[src/rtl/conv_pkg.sv]
// Shared types and width helpers for the convolution tile scheduler.
package conv_pkg;

  typedef enum logic [2:0] {
    IDLE,
    SETUP,
    INIT,
    FEED,
    DRAIN,
    WRITE,
    DONE
  } state_t;

  // This clog2 never returns 0, so degenerate parameters still give legal vectors.
  function automatic int clog2w(input int n);
    return (n <= 2) ? 1 : $clog2(n);
  endfunction

  function automatic int k_bits(input int maxk);
    return clog2w(maxk + 1);
  endfunction

  function automatic int x_addr_bits(input int rows, input int cols);
    return clog2w(rows * cols);
  endfunction

  function automatic int w_addr_bits(input int maxk);
    return clog2w(maxk * maxk);
  endfunction

  function automatic int lane_bits(input int lanes);
    return clog2w(lanes);
  endfunction

endpackage

[src/rtl/conv_tap_counter.sv]
// Kernel tap walker: j runs fastest and wraps at K-1 into i.
// The last flag marks tap (K-1, K-1).
module conv_tap_counter
  import conv_pkg::*;
#(
  parameter int MAXK = 9,
  localparam int K_BITS = k_bits(MAXK)
) (
  input  logic              clk,
  input  logic              reset,
  input  logic              clear,
  input  logic              en,
  input  logic [K_BITS-1:0] k,
  output logic [K_BITS-1:0] i,
  output logic [K_BITS-1:0] j,
  output logic              last
);

  logic [K_BITS-1:0] k_m1;

  assign k_m1 = k - K_BITS'(1);
  assign last = (i == k_m1) && (j == k_m1);

  // Advance one tap per enabled cycle; clear parks the counter at (0,0).
  always_ff @(posedge clk) begin
    if (reset || clear) begin
      i <= '0;
      j <= '0;
    end else if (en) begin
      if (j == k_m1) begin
        j <= '0;
        i <= (i == k_m1) ? '0 : i + K_BITS'(1);
      end else begin
        j <= j + K_BITS'(1);
      end
    end
  end

endmodule

[src/rtl/conv_tile_scheduler.sv]
// Tile sequencer for the multi-lane convolution datapath.
// For each output tile of LANES adjacent columns, the sequence is:
//   - walk the K*K kernel taps;
//   - wait for the MAC pipes to drain;
//   - hand the active lane results to the output FIFO one at a time.
module conv_tile_scheduler
  import conv_pkg::*;
#(
  parameter int R       = 16,
  parameter int C       = 17,
  parameter int MAXK    = 9,
  parameter int LANES   = 4,
  parameter int MAC_LAT = 4,
  localparam int K_BITS      = k_bits(MAXK),
  localparam int X_ADDR_BITS = x_addr_bits(R, C),
  localparam int W_ADDR_BITS = w_addr_bits(MAXK),
  localparam int LANE_BITS   = lane_bits(LANES)
) (
  input  logic                   clk,
  input  logic                   reset,
  input  logic                   start,
  input  logic [K_BITS-1:0]      k_in,
  output logic                   busy,
  output logic                   done,
  output logic                   cfg_err,
  output logic [X_ADDR_BITS-1:0] x_addr,
  output logic [W_ADDR_BITS-1:0] w_addr,
  output logic [LANES-1:0]       lane_init,
  output logic [LANES-1:0]       lane_valid,
  output logic [LANE_BITS-1:0]   out_sel,
  output logic                   out_valid,
  input  logic                   out_ready,
  output logic                   out_last
);

  localparam int RW = clog2w(R + 1);
  localparam int CW = clog2w(C + LANES + 1);

  state_t                 state, state_nxt;
  logic [K_BITS-1:0]      k_q;
  logic [RW-1:0]          r_q;
  logic [CW-1:0]          c_q;
  logic [LANE_BITS-1:0]   idx_q;
  logic                   cfg_err_q;
  logic [MAC_LAT-1:0]     vld_pipe;
  logic [X_ADDR_BITS-1:0] x_addr_q, x_addr_cmb;
  logic [W_ADDR_BITS-1:0] w_addr_q, w_addr_cmb;

  logic [K_BITS-1:0] tap_i, tap_j;
  logic              tap_last;

  logic [31:0]      r_out, c_out, nact;
  logic [LANES-1:0] mask;
  logic             k_ok, accept, presenting, last_lane, row_wrap, final_tile;

  conv_tap_counter #(.MAXK(MAXK)) u_tap (
    .clk   (clk),
    .reset (reset),
    .clear ((state == IDLE) || (state == SETUP)),
    .en    (state == FEED),
    .k     (k_q),
    .i     (tap_i),
    .j     (tap_j),
    .last  (tap_last)
  );

  // A kernel must be non-empty and must fit in the configured maximum and in the image.
  assign k_ok = (k_in != '0) && (32'(k_in) <= 32'(MAXK)) &&
                (32'(k_in) <= 32'(R)) && (32'(k_in) <= 32'(C));
  assign accept = (state == IDLE) && start && k_ok;

  // Output geometry. Everything is compared in 32 bits so no intermediate value truncates.
  assign r_out = 32'(R) - 32'(k_q) + 32'd1;
  assign c_out = 32'(C) - 32'(k_q) + 32'd1;

  // A lane is active while its column still lies inside the output width.
  for (genvar l = 0; l < LANES; l++) begin : g_mask
    assign mask[l] = (32'(c_q) + 32'(l)) < c_out;
  end

  // Count the active lanes in the current tile.
  always_comb begin
    nact = '0;
    for (int l = 0; l < LANES; l++) nact = nact + 32'(mask[l]);
  end

  assign last_lane  = (32'(idx_q) == nact - 32'd1);
  assign row_wrap   = (32'(c_q) + 32'(LANES)) >= c_out;
  assign final_tile = row_wrap && (32'(r_q) == r_out - 32'd1);

  // Lane-0 addresses follow the tap counters directly while a tile is being read.
  assign x_addr_cmb = X_ADDR_BITS'((32'(r_q) + 32'(tap_i)) * 32'(C) + 32'(c_q) + 32'(tap_j));
  assign w_addr_cmb = W_ADDR_BITS'(32'(tap_i) * 32'(k_q) + 32'(tap_j));
  assign presenting = (state == SETUP) || (state == INIT) || (state == FEED);

  assign x_addr     = presenting ? x_addr_cmb : x_addr_q;
  assign w_addr     = presenting ? w_addr_cmb : w_addr_q;
  assign lane_init  = (state == INIT) ? mask : '0;
  assign lane_valid = (state == FEED) ? mask : '0;
  assign busy       = (state != IDLE);
  assign done       = (state == DONE);
  assign cfg_err    = cfg_err_q;
  assign out_valid  = (state == WRITE);
  assign out_sel    = idx_q;
  assign out_last   = out_valid && final_tile && last_lane;

  // State register.
  always_ff @(posedge clk) begin
    if (reset) state <= IDLE;
    else       state <= state_nxt;
  end

  // Next-state logic. Once a run has left IDLE, start is ignored.
  always_comb begin
    state_nxt = state;
    case (state)
      IDLE:  if (accept) state_nxt = SETUP;
      SETUP: state_nxt = INIT;
      INIT:  state_nxt = FEED;
      FEED:  if (tap_last) state_nxt = DRAIN;
      DRAIN: if (vld_pipe[MAC_LAT-1]) state_nxt = WRITE;
      WRITE: if (out_ready && last_lane) state_nxt = final_tile ? DONE : SETUP;
      DONE:  state_nxt = IDLE;
      default: state_nxt = IDLE;
    endcase
  end

  // Datapath registers:
  //   - config latch, tile and lane counters;
  //   - the drain pipe;
  //   - the address hold registers.
  always_ff @(posedge clk) begin
    if (reset) begin
      k_q       <= '0;
      r_q       <= '0;
      c_q       <= '0;
      idx_q     <= '0;
      cfg_err_q <= 1'b0;
      vld_pipe  <= '0;
      x_addr_q  <= '0;
      w_addr_q  <= '0;
    end else begin
      cfg_err_q <= (state == IDLE) && start && !k_ok;

      if (accept) begin
        k_q   <= k_in;
        r_q   <= '0;
        c_q   <= '0;
        idx_q <= '0;
      end

      if (presenting) begin
        x_addr_q <= x_addr_cmb;
        w_addr_q <= w_addr_cmb;
      end

      // The last tap enters the pipe. WRITE begins after exactly MAC_LAT DRAIN cycles.
      vld_pipe[0] <= (state == FEED) && tap_last;
      for (int s = 1; s < MAC_LAT; s++) vld_pipe[s] <= vld_pipe[s-1];

      if ((state == WRITE) && out_ready) begin
        if (last_lane) begin
          idx_q <= '0;
          if (row_wrap) begin
            c_q <= '0;
            r_q <= r_q + RW'(1);
          end else begin
            c_q <= c_q + CW'(LANES);
          end
        end else begin
          idx_q <= idx_q + LANE_BITS'(1);
        end
      end
    end
  end

endmodule

[config.mk]
export PLATFORM = sky130hd
export DESIGN_NAME = conv_tile_scheduler
export DESIGN_NICKNAME = d
export VERILOG_FILES = /design/src/rtl/conv_pkg.sv /design/src/rtl/conv_tap_counter.sv /design/src/rtl/conv_tile_scheduler.sv
export SDC_FILE = /design/constraint.sdc
export NUM_CORES = 1
export LEC_CHECK = 0
export ABC_AREA = 0
export CORE_MARGIN = 2
export CORE_UTILIZATION = 40
export CTS_BUF_LIST = sky130_fd_sc_hd__clkbuf_16
export DETAILED_ROUTE_END_ITERATION = 12
export SYNTH_ARGS = -nofsm -noshare
export SYNTH_HDL_FRONTEND = slang
export SYNTH_SLANG_ARGS = --single-unit
[constraint.sdc]
create_clock -name clk -period 10.6 [get_ports clk]
set_input_delay 2.12 -clock clk [delete_from_list [all_inputs] [get_ports clk]]
set_output_delay 2.12 -clock clk [all_outputs]
set_load 0.02 [all_outputs]
Yosys cells after proc, flatten, opt, wreduce, memory -nomap -nowiden
Index checks and enable logic that the tools add are counted.
{"block": "totals", "regBits": 48, "in_bits": 8, "out_inout_bits": 31}
{"block": "op_classes", "n_addsub": 23, "multipliers": 2, "n_lt_le_gt_ge": 6, "eq_ne": 14, "mux": 23, "n_reduce_logical": 22}
{"op": "less-than comparator 6 x 32 -> 1 bit", "n": 3}
{"op": "2-to-1 mux 5 bit", "n": 8}
{"op": "== test 2 x 32 -> 1 bit", "n": 1}
{"op": "== test 5 x 32 -> 1 bit", "n": 1}
{"op": ">= comparator 6 x 32 -> 1 bit", "n": 1}
{"op": "less-than comparator 5 x 32 -> 1 bit", "n": 1}
{"op": "one-hot mux 3 bit (6 select lines)", "n": 1}
{"op": "2-to-1 mux 4 bit", "n": 4}
{"op": "2-to-1 mux 3 bit", "n": 5}
{"op": "adder 6 x 2 -> 7 bit (second input constant)", "n": 2}
{"op": "adder 5 x 2 -> 6 bit (second input constant)", "n": 2}
{"op": "subtractor 5 x 4 -> 6 bit (first input constant)", "n": 2}
{"op": "logical AND 1 bit", "n": 11}
{"op": "adder 9 x 4 -> 9 bit", "n": 1}
{"op": "adder 9 x 5 -> 9 bit", "n": 1}
{"op": "== test 3 bit (second input constant)", "n": 3}
{"op": "multiplier 6 x 5 -> 9 bit (second input constant)", "n": 1}
{"op": "2-to-1 mux 9 bit", "n": 1}
{"op": "adder 4 x 1 -> 4 bit (second input constant)", "n": 2}
{"op": "== test 4 bit", "n": 2}
{"op": "subtractor 7 x 2 -> 8 bit (second input constant)", "n": 1}
{"op": "adder 7 x 4 -> 7 bit", "n": 1}
{"op": "multiplier 4 x 4 -> 7 bit", "n": 1}
{"op": "2-to-1 mux 7 bit", "n": 1}
{"op": "other kinds (25)", "n": 33}

Longest topological paths before layout
Gate-level depths: netlist of run 1.
{"block": "depth", "word_depth": 11, "ltp_mapped": 22, "mapped_depth_nobuf": 20}

Modules after synthesis
A second synthesis of run 1 with hierarchy kept.
{"block": "hier_totals", "cells_unflattened": 547, "area_unflattened_um2": 4618.2}
{"mod": "conv_tile_scheduler", "n_inst": 1, "cells_each": 490, "area_each_um2": 4046.4}
{"mod": "conv_tap_counter", "n_inst": 1, "cells_each": 57, "area_each_um2": 571.8}

Worst setup path before layout of run 1
No wires, ideal clock.
{"block": "synth_timing", "path_type": "register -> output", "startpoint": "register k_q[0]", "endpoint": "output out_last", "arrival_ps": 4295, "required_time_ps": 8480, "slack_ps": 4185, "stages_incl_launch_ff": 20, "cell_sequence": "dfxtp_1 -> buf_2 -> inv_1 -> ha_1 -> ha_1 -> o21bai_1 -> maj3_1 -> maj3_2 -> maj3_1 -> nand2_1 -> inv_1 -> ha_1 -> inv_1 -> fa_1 -> inv_1 -> ha_1 -> xnor2_1 -> nor3_1 -> nand2_1 -> nor2_1"}
{"block": "synth_via", "elab_chain_len": 9, "elab_cells_between_ends": 19, "cone_classes": "add/sub (9); order compare (5); eq/ne (2); reduce/logical (3)"}
{"element": "start, declared", "line": "conv_tile_scheduler.sv:40", "rtl": "logic [K_BITS-1:0] k_q;"}
{"element": "start signal, assigned", "line": "conv_tile_scheduler.sv:146", "rtl": "k_q <= k_in;"}
{"element": "subtractor 5 x 4 -> 6 bit", "line": "conv_tile_scheduler.sv:74", "rtl": "assign c_out = 32'(C) - 32'(k_q) + 32'd1;"}
{"element": "adder 6 x 2 -> 7 bit", "line": "conv_tile_scheduler.sv:74"}
{"element": "less-than comparator 5 x 32 -> 1 bit / less-than comparator 6 x 32 -> 1 bit (equally long branches)", "line": "conv_tile_scheduler.sv:78", "rtl": "assign mask[l] = (32'(c_q) + 32'(l)) < c_out;"}
{"element": "adder 1 x 1 -> 2 bit", "line": "conv_tile_scheduler.sv:84", "rtl": "for (int l = 0; l < LANES; l++) nact = nact + 32'(mask[l]);"}
{"element": "adder 2 x 1 -> 3 bit", "line": "conv_tile_scheduler.sv:84"}
{"element": "adder 3 x 1 -> 4 bit", "line": "conv_tile_scheduler.sv:84"}
{"element": "subtractor 4 x 1 -> 5 bit", "line": "conv_tile_scheduler.sv:87", "rtl": "assign last_lane = (32'(idx_q) == nact - 32'd1);"}
{"element": "== test 2 x 32 -> 1 bit", "line": "conv_tile_scheduler.sv:87"}
{"element": "logical AND 1 bit (*)", "line": "conv_tile_scheduler.sv:105", "rtl": "assign out_last = out_valid && final_tile && last_lane;"}
{"element": "end, declared", "line": "conv_tile_scheduler.sv:33", "rtl": "output logic out_last"}
Mark *: on every way between the ends. The rest lies on a longest branch, timed or not.

Worst setup path after layout of run 1
{"block": "layout_timing", "startpoint": "register k_q[1]", "endpoint": "output out_last"}
Same word-level chain as after synthesis.

==> impl_results.md, run 1 <==
* Synth Flop Type: dfxtp_1
* Synth Warn # at 0
* Leakage power at 0.00245 uW
* Met3 WL at 390 um
* Met1 WL at 4840 um
* H-tree Lvls at 2
* Crit Path Class: flip-flop to output port
* CTS Root Buffer Type: clkbuf_16
* First-pass GRT wire length at 18700 um
* Complex-gate fraction of the synthesized area at 0.152
* Mux cell area share after synthesis at 0.0266
* Core area at 11500 um^2
* XOR/XNOR Fraction of Synth Area at 0.0962
* CTS max path bufs at 2
* Worst Setup End Kind: output port
* Clock transition at the registers of the reported paths at 0.07 ns
* Die X at 112 um
* Cell taking the most area after synthesis: dfxtp_1
* Top sig layer: met4
* Main combinational cell family by area after synthesis: adder cells
* Final Total Pwr at 458 uW
* Core Util, Final at 0.463
* DP Worst Slack at 3.29 ns
* Placed wire-length estimate at 8260 um
* Slowest CP cell: clkdlybuf4s50_1
* Simple-gate portion of the synthesized area at 0.207
* Initial antenna violation count at 0
* Seq/Total Area, Yosys at 0.204
* DR vias/cell at 5.36
* Worst path arrival time at 5.50 ns
* Pwr dens at 86.3 nW/um^2
* Die span in y at 112 um
* Fin crit share at 0.719
* DR WL/cell at 14.7 um
* Adder-Cell Fraction of Synth Area at 0.253
* Number of DRC markers in iteration 0 at 233
* Final setup margin at 2.98 ns
* Final nets at 675
* Die area at 12700 um^2
* Yosys cell types at 69
* DRT antenna net count at 0
* Cts repair resizes at 0
* Vias in the first global route at 3883
* Residual DRC count at 0
* FP Rows at 39
* Syn Nets at 655
* Largest fanout on the critical path at 12
* RSZ-0062 raised after global routing: no
* Total grt overflow at 0
* Final Hold Vio Count at 0
* 1st-pass router iterations at 4
* Startpoint types: flip-flop
* ANT cells at 0
* Vias at 3897
* Status: finished, final reports clean
* #FFs+latches synth at 48
* Finished Cell Area at 5310 um^2
* Avg Cell Area, Syn at 8.36 um^2
* Actual slew at the worst max-slew pin at 1.11 ns
* Max-Cap Viols at 0
* CP cell instances: inv_1 -> ha_1 -> xnor2_1 -> xnor2_1 -> ha_1 -> a21o_1 -> maj3_1 -> a21o_1 -> ha_1 -> inv_1 -> fa_1 -> inv_1 -> ha_1 -> xnor2_1 -> nor3_1 -> nand2_1 -> nor2_1 -> clkdlybuf4s50_1
* Fraction of layout cells with a size suffix above 1 at 0.0445
* Mapped Area at 4710 um^2
* Gpl congestion at 0.889
* Final setup fails at 0
* P&R area growth vs syn at 12.7%
* Sink Count at 48
* Post-CTS setup buffer count at 0
* PortBufs at 38
* F_max at 131 MHz
* Initial Utilization at 0.411
* CP most frequent cell: ha_1
* Relative slew slack at 0.259
* Max VDD drop at 0.0605 mV
* Slew Limit Fails at 0
* Post-layout min period at 7.62 ns
* Top area cells in the synthesized netlist: dfxtp_1, ha_1, xnor2_1
* Largest stage delay on the critical path at 0.60 ns
* Gate Count Post-Synth at 563
* Max Clock Skew at 0.00885 ns
* CTS Hold Bufs at 0
* Total global-route track usage at 0.178
* Worst path required time at 8.48 ns
* Placed inst area at 5160 um^2
* IO Pins at 39
* Synth top area share at 0.204
* CTS tree: done
* Async SR Flop Fraction at 0
* Total Routed Length at 10700 um
* Type of the worst min-delay path: flip-flop to flip-flop
* Largest net degree at the start of global routing at 49
* Num CTS Buffers at 5
* Worst-Skew Late Latency at 0.29 ns
* Met2 routed wirelength at 5260 um
* Number of fillers in the final layout at 1147
* TNS Setup at 0 ns
* Number of synthesized flops with an enable pin at 0
==> logic make-up after synthesis <==
group / Yosys count
compound gates: 104
flops: 48
mux: 12
xor+xnor: 47
buf+inv: 71
simple gates: 192
fa+ha+maj: 89
==> stage by stage <==
step / instances / hold WS, ns
floorplan: 563 / 0.414
global placement: 719 / 0.418
detailed placement: 719 / 0.422
CTS: 727 / 0.432
global route: 727 / 0.459
finish: 727 / 0.429
==> layout make-up <==
type                       instances  area, um^2  area share
multi-input combinational        444        3460       0.652
timing repair buffer              40         395      0.0745
sequential                        48         961       0.181
clock inverter                     3        20.0     0.00377
inverter                          44         165      0.0311
clock buffer                       5         125      0.0236
tap                              143         179      0.0337
==> synthesized netlist by cell type (all sizes together) (2+ instances only) <==
cell type / number
o22ai: 2
xnor3: 3
o31ai: 5
mux2i: 8
a21boi: 2
and3: 3
nand2: 63
nand3: 7
o2bb2ai: 3
nor2: 40
dfxtp: 48
nor3b: 6
o21a: 3
nor4: 4
a2111oi: 2
or2: 4
or3: 6
nor3: 8
nand2b: 11
fa: 12
mux2: 4
o21bai: 4
a311oi: 2
a21o: 10
nand3b: 5
nand4: 5
a21oi: 32
xnor2: 31
clkbuf: 19
o21ai: 18
a211oi: 4
ha: 72
xor2: 13
buf: 8
nor2b: 17
nand4b: 2
and2: 7
a31oi: 5
maj3: 5
inv: 44
==> registers in the layout, summed over array words and instances, names as in the netlist, 4 cells and up <==
| signal | count |
|---|---|
| c_q | 5 |
| k_q | 4 |
| r_q | 5 |
| u_tap.i | 4 |
| u_tap.j | 4 |
| vld_pipe | 4 |
| w_addr_q | 7 |
| x_addr_q | 9 |
==> power breakdown <==
group | total (uW) | internal (uW) | switching [uW] | leakage [uW]
sequential | 189 | 183 | 6.77 | 0.000388
combinational | 107 | 41.9 | 64.6 | 0.00199
clock | 162 | 87.2 | 74.5 | 0.0000712
total | 458 | 312 | 146 | 0.00245
==> cells in the final DEF, fill, tap and decap left out, drive strengths merged, types with 5 or more instances in the layout <==
cell type | Yosys | final
nand3b | 5 | 5
nor3b | 6 | 6
nand2b | 11 | 11
clkbuf | 19 | 5
o31ai | 5 | 5
nor3 | 8 | 8
clkdlybuf4s50 | 0 | 38
o21ai | 18 | 18
ha | 72 | 72
a21oi | 32 | 32
or3 | 6 | 6
nand3 | 7 | 7
xnor2 | 31 | 31
inv | 44 | 45
fa | 12 | 12
nor2b | 17 | 17
a31oi | 5 | 5
mux2i | 8 | 8
xor2 | 13 | 13
nand2 | 63 | 63
nand4 | 5 | 5
a21o | 10 | 10
nor2 | 40 | 40
maj3 | 5 | 5
and2 | 7 | 7
dfxtp | 48 | 48
==> routing by layer <==
metal  vias to the layer above  track usage
met4                         0       0.0577
met2                        79        0.306
met3                        17       0.0248
li1                       1986            -
met1                      1815        0.232
met5                         -            0
==> critical path, delay by kind of cell (launching register included) <==
family	cells	cell delay, ns
fa+ha+maj	6	1.95
buf+inv	4	0.86
flops	1	0.58
xor+xnor	3	0.90
simple gates	3	0.55
compound gates	2	0.35
==> worst paths after layout <==
path                     startpoint                      to  slack [ns]  cells after the start
max             k_q[1]$_SDFFE_PP0P_                out_last        2.98                     18
min          vld_pipe[2]$_SDFF_PP0_  vld_pipe[3]$_SDFF_PP0_        0.43                      1
max reg2reg     k_q[1]$_SDFFE_PP0P_       r_q[0]$_SDFF_PP0_        4.72                     18
min reg2reg  vld_pipe[2]$_SDFF_PP0_  vld_pipe[3]$_SDFF_PP0_        0.43                      1
Note: power is estimated with default switching activity, not from simulation.
==> run 2: changes to the inputs <==
- clock period: 10.6 -> 7.58 ns (I/O delays scaled with it)
==> run 2 against run 1 <==
Net effect:
- clock power is 40% higher
- final area stayed put
- register-to-register slack worse by 3.1 ns
- critical path type unchanged
- cell count stayed put
- die area stayed put
- routed wire length is 0.32% higher
- total power is 40% higher
- global-route usage is 0.10 points higher
- sequential power is 40% higher
- critical path depth stayed put
- clock skew is 0.00057 ns lower
==> impl_results.md, run 2 (synthesized netlist as in run 1, its figures left out) <==
* P&R area growth vs syn at 12.7%
* Sw Ratio at 0.319
* Worst-Skew Late Latency at 0.29 ns
* Reg2reg setup slack at 1.67 ns
* Comb power frac at 0.232
* Worst path arrival time at 5.51 ns
* RSZ-0062 raised after global routing: no
* Max reg flops at 9
* CTS max path bufs at 2
* Residual DRC count at 0
* Reg2reg end: r_q[0]$_SDFF_PP0_
* R2r worst-path depth at 18
* Leakage power at 0.00245 uW
* Max Clock Skew at 0.00828 ns
* Total grt overflow at 0
* H-tree Lvls at 2
* DRT antenna net count at 0
* ANT cells at 0
* P_int at 436 uW
* Sequential power share at 0.413
* Slew Limit Fails at 0
* Total Routed Length at 10700 um
* DP Worst Slack at 0.890 ns
* Cts repair resizes at 0
* Relative slew slack at 0.252
* Core area at 11500 um^2
* Largest registers: x_addr_q (9), w_addr_q (7)
* Post-layout min period at 7.03 ns
* 1st-pass router iterations at 4
* Slowest CP cell: clkdlybuf4s50_1
* Sw Pwr at 204 uW
* Finished Cell Area at 5310 um^2
* Fin crit share at 0.928
* R2R Path Start: k_q[1]$_SDFFE_PP0P_
* Core Util, Final at 0.463
* Total global-route track usage at 0.179
* Type of the worst min-delay path: flip-flop to flip-flop
* Placed inst area at 5160 um^2
* Status: finished, final reports clean
* FP Rows at 39
* Largest stage delay on the critical path at 0.60 ns
* Sink Count at 48
* Min-delay src: vld_pipe[2]$_SDFF_PP0_
* Clock transition at the registers of the reported paths at 0.07 ns
* CTS Hold Bufs at 0
* DR vias/cell at 5.35
* CP most frequent cell: ha_1
* Register area at 961 um^2
* Largest fanout on the critical path at 12
* Final setup fails at 0
* Die X at 112 um
* Final nets at 675
* Multi-input logic area at 3460 um^2
* Most common cell after layout, fill and taps aside: ha_1
* Worst path required time at 6.06 ns
* Clk pwr share at 0.354
* Startpoint types: flip-flop
* First-pass GRT wire length at 18900 um
* Number of fillers in the final layout at 1149
* Gpl congestion at 0.889
* Crit Path Class: flip-flop to output port
* Max VDD drop at 0.0829 mV
* CP cell instances: inv_1 -> ha_1 -> xnor2_1 -> xnor2_1 -> ha_1 -> a21o_1 -> maj3_1 -> a21o_1 -> ha_1 -> inv_1 -> fa_1 -> inv_1 -> ha_1 -> xnor2_1 -> nor3_1 -> nand2_1 -> nor2_1 -> clkdlybuf4s50_1
* Placed wire-length estimate at 8260 um
* Largest net degree at the start of global routing at 49
* Die span in y at 112 um
* DR WL/cell at 14.7 um
* IO Pins at 39
* Number of DRC markers in iteration 0 at 230
* Actual slew at the worst max-slew pin at 1.12 ns
* Commonest non-fill, non-tap cells in the layout: ha_1, nand2_1, dfxtp_1
* Num CTS Buffers at 5
* PortBufs at 38
* Die area at 12700 um^2
* TNS Setup at 0 ns
* Worst Path Buf+Inv at 4
* Hold endpoint: vld_pipe[3]$_SDFF_PP0_
* Hold depth at 1
* Vias in the first global route at 3885
* F_max at 142 MHz
* Largest register by flop count: x_addr_q
* Cell family with most CP delay: adder cells
* Vias at 3892
* Post-CTS setup buffer count at 0
* Initial antenna violation count at 0
* Fraction of layout cells with a size suffix above 1 at 0.0445
* CTS tree: done
* Max-Cap Viols at 0
* Final setup margin at 0.549 ns
* CTS Root Buffer Type: clkbuf_16
* Worst Setup End Kind: output port
* Initial Utilization at 0.411
* Final Hold Vio Count at 0
* Pwr dens at 121 nW/um^2
## run 2: cell counts in the layout (fill, tap and decap cells not counted)
Identical to the previous run, type by type.
## run 2: how the worst max path moves through the flow
stage / startpoint / end / depth (start not counted)
floorplan: k_q[0]$_SDFFE_PP0P_ / out_last / 19
global placement: k_q[0]$_SDFFE_PP0P_ / out_last / 19
detailed placement: k_q[0]$_SDFFE_PP0P_ / out_last / 19
CTS: k_q[1]$_SDFFE_PP0P_ / out_last / 18
global route: k_q[2]$_SDFFE_PP0P_ / out_last / 18
finish: k_q[1]$_SDFFE_PP0P_ / out_last / 18
## run 2: layout make-up
cell class,instances,area share
Inverter,44,0.0311
Tap cell,143,0.0337
Clock inverter,3,0.00377
Timing Repair Buffer,40,0.0745
Clock buffer,5,0.0236
Multi-Input combinational cell,444,0.652
Sequential cell,48,0.181
## run 2: power by group through the flow
stage | sequential (uW) | clock, uW | combinational, uW
3_5_place_dp | 270 | 0 | 148
2_1_floorplan | 264 | 0 | 118
3_3_place_gp | 270 | 0 | 146
6_report | 265 | 227 | 149
5_1_grt | 266 | 243 | 166
4_1_cts | 265 | 234 | 150
## run 2: per-stage QoR
stage	power [uW]	hold WS [ns]	instances
floorplan	381	0.414	563
global placement	416	0.418	719
detailed placement	419	0.422	719
CTS	648	0.432	727
global route	674	0.459	727
finish	640	0.429	727
## run 2: per-layer routing
layer	vias up	wire length (um)	track usage
met5	-	0	0
met4	0	190	0.0480
met3	13	383	0.0216
met2	62	5300	0.312
met1	1848	4840	0.236
li1	1969	-	-
==> run 3: changes to the inputs <==
- CORE_MARGIN: 2 -> default
==> run 3 against run 2 <==
Net effect:
- sequential power about the same
- clock-buffer cell count unchanged
- first-iteration DRC count is 36% lower
- largest cell class unchanged
- highest routed layer unchanged
==> impl_results.md, run 3 (synthesized netlist as in run 1, its figures left out) <==
* H-tree Lvls at 2
* Pwr dens at 126 nW/um^2
* Type of the worst min-delay path: flip-flop to flip-flop
* Final Hold Vio Count at 0
* Max-Cap Viols at 0
* Largest fanout on the critical path at 12
* Vias at 3796
* FP Rows at 39
* F_max at 143 MHz
* Register area at 961 um^2
* Fraction of layout cells with a size suffix above 1 at 0.0446
* Total grt overflow at 0
* Die area at 12200 um^2
* Cts repair resizes at 0
* Leakage power at 0.00246 uW
* Slew Limit Fails at 0
* Die X at 110 um
* CP cell instances: inv_1 -> ha_1 -> ha_1 -> o21bai_1 -> maj3_1 -> maj3_2 -> maj3_1 -> nand2_1 -> inv_1 -> ha_1 -> inv_1 -> fa_1 -> inv_1 -> ha_1 -> xnor2_1 -> nor3_1 -> nand2_1 -> nor2_1 -> clkdlybuf4s50_1
* 1st-pass router iterations at 4
* Commonest non-fill, non-tap cells in the layout: ha_1, nand2_1, dfxtp_1
* Largest registers: x_addr_q (9), w_addr_q (7)
* Initial Utilization at 0.411
* Clock transition at the registers of the reported paths at 0.07 ns
* Largest register by flop count: x_addr_q
* Largest stage delay on the critical path at 0.61 ns
* Worst Setup End Kind: output port
* Total Routed Length at 10300 um
* Worst path required time at 6.06 ns
* PortBufs at 38
* RSZ-0062 raised after global routing: no
* Worst hold slack at 0.434 ns
* Initial antenna violation count at 0
* Crit Path Class: flip-flop to output port
* Max reg flops at 9
* Cell Count, Final, Fillers Out at 726
* CTS Hold Bufs at 0
* Final nets at 674
* Startpoint types: flip-flop
* Status: finished, final reports clean
* Total global-route track usage at 0.181
* Sink Count at 48
* Largest net degree at the start of global routing at 49
* IO Pins at 39
* Post-layout min period at 6.98 ns
* DR WL/cell at 14.2 um
* Multi-input logic area at 3460 um^2
* Actual slew at the worst max-slew pin at 1.19 ns
* Placed wire-length estimate at 7990 um
* CTS Root Buffer Type: clkbuf_16
* Post-CTS setup buffer count at 0
* P&R area growth vs syn at 13.0%
* Residual DRC count at 0
* Relative slew slack at 0.201
* Final Total Pwr at 669 uW
* Core area at 11500 um^2
* Die span in y at 110 um
* CTS max path bufs at 2
* DR vias/cell at 5.23
* Number of fillers in the final layout at 1133
* Num CTS Buffers at 5
* Max VDD drop at 0.0940 mV
* Most common cell after layout, fill and taps aside: ha_1
* Fin crit share at 0.921
* CTS tree: done
* Finished Cell Area at 5320 um^2
* Vias in the first global route at 3761
* Gpl congestion at 0.853
* DRT antenna net count at 0
* Placed Instances at 718
* Final setup fails at 0
* Worst-Skew Late Latency at 0.30 ns
* Placed inst area at 5150 um^2
* ANT cells at 0
* First-pass GRT wire length at 18100 um
* Slowest CP cell: clkdlybuf4s50_1
* TNS Setup at 0 ns
* Number of DRC markers in iteration 0 at 148
* Worst path arrival time at 5.46 ns
* Max Clock Skew at 0.0101 ns
[run 3: changes by cell type in the layout (fill, tap and decap cells not counted), sizes merged]
cell and delta:
bufinv +1, buf -1, inv -1
[run 3: per-layer routing]
metal	routed length [um]	share of wire	track usage
met1	4880	0.47	0.226
met2	4850	0.47	0.306
met3	222	0.022	0.0274
met4	352	0.034	0.0773
met5	0	0	0
[run 3: power breakdown]
group          internal [uW]  switching [uW]
Sequential               256            9.32
Clock                    155             102
Combinational           58.1            88.9
Total                    469             200
[run 3: final timing paths]
path,startpoint,to,slack [ns],cells after the start
min,vld_pipe[2]$_SDFF_PP0_,vld_pipe[3]$_SDFF_PP0_,0.43,1
max reg2reg,k_q[0]$_SDFFE_PP0P_,r_q[0]$_SDFF_PP0_,1.73,19
min reg2reg,vld_pipe[2]$_SDFF_PP0_,vld_pipe[3]$_SDFF_PP0_,0.43,1
max,k_q[0]$_SDFFE_PP0P_,out_last,0.60,19
[run 3: stage by stage]
step                      setup slack [ns]   util
after floorplan                       1.77      -
after global placement               0.998  0.449
after detailed placement             0.901  0.449
after CTS                            0.565  0.464
after global routing                 0.263  0.464
final                                0.602  0.464
[run 3: critical path, delay by kind of cell (launching register included)]
kind	cells	cell delay [ns]
fa+ha+maj	8	2.78
buf+inv	5	0.94
simple gates	4	0.62
flops	1	0.60
xor+xnor	1	0.15
compound gates	1	0.07
[run 3: area by class of cell]
cell class	instances	share of cell area
flip-flops and latches	48	0.181
clock buffers	5	0.0235
repair buffers	39	0.0729
well taps	143	0.0336
multi-input cells	444	0.650
clock inverters	3	0.00799
inverters	44	0.0310
